## config.mk

```make
export PLATFORM = sky130hd
export DESIGN_NAME = maze_step_calc
export DESIGN_NICKNAME = d
export VERILOG_FILES = /design/src/rtl/maze_pkg.sv /design/src/rtl/maze_step_calc.sv
export SDC_FILE = /design/constraint.sdc
export NUM_CORES = 1
export LEC_CHECK = 0
export ABC_AREA = 1
export CAP_MARGIN = 20
export CELL_PAD_IN_SITES_DETAIL_PLACEMENT = 2
export CELL_PAD_IN_SITES_GLOBAL_PLACEMENT = 2
export CORE_MARGIN = 2
export CORE_UTILIZATION = 23
export DETAILED_ROUTE_END_ITERATION = 6
export GPL_ROUTABILITY_DRIVEN = 1
export PLACE_DENSITY_LB_ADDON = 0.1
export SYNTH_ARGS = -nofsm -noshare
export SYNTH_HDL_FRONTEND = slang
export SYNTH_SLANG_ARGS = --single-unit
```

## constraint.sdc

```tcl
create_clock -name vclk -period 4.58
set_input_delay 0.916 -clock vclk [all_inputs]
set_output_delay 0.916 -clock vclk [all_outputs]
set_load 0.05 [all_outputs]
```

## src/rtl/maze_pkg.sv

```systemverilog
// Shared definitions for the maze path checker and the solver datapath:
// move codes, checker error codes and checker FSM states.
package maze_pkg;

  // Move codes; the bitwise complement of a code is the reverse move.
  typedef enum logic [1:0] {
    MV_UP    = 2'b00,
    MV_RIGHT = 2'b01,
    MV_LEFT  = 2'b10,
    MV_DOWN  = 2'b11
  } move_e;

  localparam logic [2:0] ERR_NONE    = 3'b000;
  localparam logic [2:0] ERR_OOB     = 3'b001;
  localparam logic [2:0] ERR_WALL    = 3'b010;
  localparam logic [2:0] ERR_SHORT   = 3'b011;
  localparam logic [2:0] ERR_REVISIT = 3'b100;

  typedef enum logic [2:0] {
    IDLE,
    ACCEPT,
    READ,
    PASS,
    FAIL
  } state_e;

endpackage

```

## src/rtl/maze_step_calc.sv

```systemverilog
// Combinational step: applies one move to a grid position and flags
// a step that leaves the 2^W x 2^W grid.
module maze_step_calc
  import maze_pkg::*;
#(
  parameter int W = 4
) (
  input  logic [W-1:0] x,
  input  logic [W-1:0] y,
  input  logic [1:0]   mv,
  output logic [W-1:0] nxt_x,
  output logic [W-1:0] nxt_y,
  output logic         oob
);

  logic [W:0] ex;
  logic [W:0] ey;

  // W+1-bit arithmetic: both -1 and 2^W land with the top bit set.
  always_comb begin
    ex = {1'b0, x};
    ey = {1'b0, y};
    case (move_e'(mv))
      MV_UP:    ey = ey - (W+1)'(1);
      MV_RIGHT: ex = ex + (W+1)'(1);
      MV_LEFT:  ex = ex - (W+1)'(1);
      MV_DOWN:  ey = ey + (W+1)'(1);
      default:  ex = ex;
    endcase
    oob   = ex[W] | ey[W];
    nxt_x = ex[W-1:0];
    nxt_y = ey[W-1:0];
  end

endmodule

```

# Yosys cells after proc, flatten, opt, wreduce, memory -nomap -nowiden
# Index checks and enable logic that the tools add are counted.
# word_totals
reg_bits	0
output_inout_bits	9
# op_classes
add_sub_neg	4
n_eq_ne	3
n_mux	2
bitwise_logic	1
n_reduce_logical	1
# ops
operator	count
$pmux 5 s2	2
$add 4x1->5 const B	2
$sub 4x1->5 const B	2
$eq 2x2->1 const B	2
$eq 2x1->1 const B	1
$logic_not 2->1	1
$or 1x1->1	1

# Longest topological paths before layout
# depth
depth_word	3
ltp_mapped	11

# Worst setup path before layout
# OpenSTA, ideal clock, no wires.
# synth_timing
path_kind	input port to output port
startpoint	input port mv[0]
endpoint	output port nxt_y[2]
t_arrival_ns	2.714
required_time_ns	3.664
path_slack_ns	0.950
stages	6
cell_sequence	ha_1 inv_1 ha_1 nand2_1 nand2_1 o21ai_0
# synth_between
elab_chain_len	2
# synth_rtl
element	line	source
start: declaration	maze_step_calc.sv:10	input logic [1:0] mv,
$eq 2x2->1 or $logic_not 2->1 (tied branches)	maze_step_calc.sv:23	case (move_e'(mv))
$pmux 5 s2 *	maze_step_calc.sv:23	
end: declaration	maze_step_calc.sv:12	output logic [W-1:0] nxt_y,
# Every way passes the cells marked *; elsewhere a longest branch is shown, timed or not.

# Worst setup path in the final report
# layout_timing
startpoint	input port mv[1]
endpoint	output port nxt_y[2]
# The elaborated chain is that of the path after synthesis.

==> impl_metrics.tcl <==
set metrics [dict create \
    status "completed" \
    rows 15 \
    avgSynthCellArea_um2 5.812 \
    post-route-min-period_ps 4207 \
    p_sw_mw 0.08249 \
    initialDrtViolationCount 1 \
    grt_max_degree 11 \
    power_frac_comb_pct 100.0 \
    hold_end "nxt_y[3]" \
    start_kind "input port" \
    syn_inst 76 \
    slew_viol_final 0 \
    p_per_area_nw_per_um2 195.9 \
    diodes 0 \
    worst_slack_ps 372.8 \
    num-nets-final 115 \
    post_cts_buffers 0 \
    wirelength_um 1284 \
    final-seq-area_um2 0 \
    holdCritStartpoint "y[3]" \
    yosysWarnings 0 \
    max_freq_ghz 0.2377 \
    final.fill_count 236 \
    end_kind "primary output" \
    antenna_found_initial 0 \
    post-route-util_pct 36.95 \
    via_count 535 \
    io_pins 19 \
    rsz0062_at_grt "no" \
    critPathBufInv 3 \
    dieArea_um2 2287 \
    port_buffers 19 \
    grt_util_all_layers_pct 12.80 \
    grt_pass1_wl_um 2173 \
    grt.overflow.total 0 \
    vias_per_cell 4.458 \
    syn_nets 94 \
    synth_cell_type_count 18 \
    hold_buffers 0 \
    tns_ps 0 \
    core_area_um2 1764 \
    slowest_delay_ps 830 \
    start_util_pct 25.04 \
    switching_share_pct 64.60 \
    drv_cap 0 \
    cp_cell_sequence "clkdlybuf4s50_1 > ha_1 > inv_1 > ha_1 > nand2_1 > nand2_1 > o21ai_0 > clkdlybuf4s50_1" \
    hold_class "input port to primary output" \
    drtAntennaViolNets 0 \
    dieWidth_um 47.82 \
    p_leak_nw 0.3397 \
    setup_viol 0 \
    syn_to_final_growth_pct 47.59 \
    route.detailed.drc 0 \
    dp_slack_ps 341.7 \
    seq_area_frac_synth_pct 0 \
    first_pass_iters 4 \
    die_h_um 47.82 \
    ir_worst_vdd_v 0.00007865 \
    wl_per_cell_um 10.70 \
    mappedNetlistArea_um2 441.7 \
    startpoint "mv[1]" \
    hold_viol_final 0 \
    cp_slowest_cell "clkdlybuf4s50_1" \
    min_path_cells 4 \
    crit_required_ps 3660 \
    grt_pass1_vias 513 \
    seq_cell_count 0 \
    p_int_mw 0.04520 \
    post_cts_resized 0 \
    period_share_pct 91.86 \
    crit_path_max_fanout 4 \
    seq_power_share_pct 0 \
    dp_hpwl_um 1108 \
    crit_type "input port to primary output" \
    cp_top_family "buffers and inverters" \
    gp_congestion 0.7167 \
    p_clk_share_pct 0 \
    arrival_ps 3290 \
    slew_headroom_pct 67.00 \
    nClkBuffers 0 \
    worst_pin_slew_ps 493.5 \
    drive_above_1_share_pct 8.421 \
]
==> power by group through the flow <==
stage / logic [mW] / registers, mW / clock network [mW]
after CTS: 0.129 / 0 / 0
after global placement: 0.127 / 0 / 0
after floorplan: 0.0863 / 0 / 0
after global routing: 0.139 / 0 / 0
final: 0.128 / 0 / 0
after detailed placement: 0.129 / 0 / 0
==> worst max-delay path by stage <==
stage / endpoint / slack (ps) / cells past startpoint
finish: nxt_y[2] / 370 / 8
global route: nxt_x[3] / 220 / 11
CTS: nxt_y[2] / 340 / 8
detailed placement: nxt_y[2] / 340 / 8
global placement: nxt_y[2] / 380 / 8
floorplan: nxt_y[2] / 950 / 6
==> routing by layer <==
| metal | GRT usage (%) | vias to the layer above | share of wire, % |
|---|---|---|---|
| li1 | - | 279 | - |
| met1 | 20.54 | 245 | 54 |
| met2 | 20.27 | 11 | 43 |
| met3 | 0 | 0 | 2.3 |
| met4 | 0 | 0 | 0 |
| met5 | 0 | - | 0 |
==> worst min-delay path, stage by stage <==
cell and delay, ps:
clkdlybuf4s50_1 420, nor2_1 90, a31oi_1 50, buf_4 180
==> cells in the final DEF (no fill, tap or decap) <==
master           count
nand4_1              1
xor2_2               1
fa_1                 1
nor2_4               1
nand2_1             21
o21ai_1              1
clkdlybuf4s50_1     16
nand3_2              1
o21ai_0              5
xor2_1               1
buf_4                4
a31oi_1              1
a21oi_1              2
nand3_1              8
a21o_2               1
inv_1               14
xnor2_1              2
ha_1                 7
nor2_1               7
==> cells by family after synthesis <==
kind of cell / share of synthesized area, %
xor gates and xnor gates: 9.634
buffers and inverters: 14.45
adders and majority gates: 24.36
AOI/OAI and AO/OA: 12.46
and+or+nand+nor: 39.10
==> synthesized netlist by cell type, drive strengths merged <==
library cell / number / area, µm²
nand2: 21 / 78.83
nor2: 8 / 37.54
buf: 1 / 11.26
fa: 1 / 20.02
o21ai: 6 / 30.02
a31oi: 1 / 6.260
inv: 14 / 52.55
a21oi: 2 / 10.01
nand3: 9 / 50.05
a21o: 1 / 8.760
xor2: 2 / 25.03
nand4: 1 / 6.260
ha: 7 / 87.58
xnor2: 2 / 17.52
==> through the flow <==
step / area, µm² / power (mW) / cells / hold WS (ps)
detailed placement: 651.9 / 0.1286 / 120 / 2576
global placement: 651.9 / 0.1272 / 120 / 2582
finish: 651.9 / 0.1277 / 120 / 2578
CTS: 651.9 / 0.1293 / 120 / 2582
global route: 651.9 / 0.1394 / 120 / 2630
floorplan: 441.7 / 0.08635 / 76 / 2097
==> final cells by class <==
class / count / area, µm² / share of cell area, %
multi-input cells: 61 / 377.9 / 57.97
well taps: 25 / 31.28 / 4.798
inverters: 14 / 52.55 / 8.061
repair buffers: 20 / 190.2 / 29.17
Power figures use the tool's default switching activity.
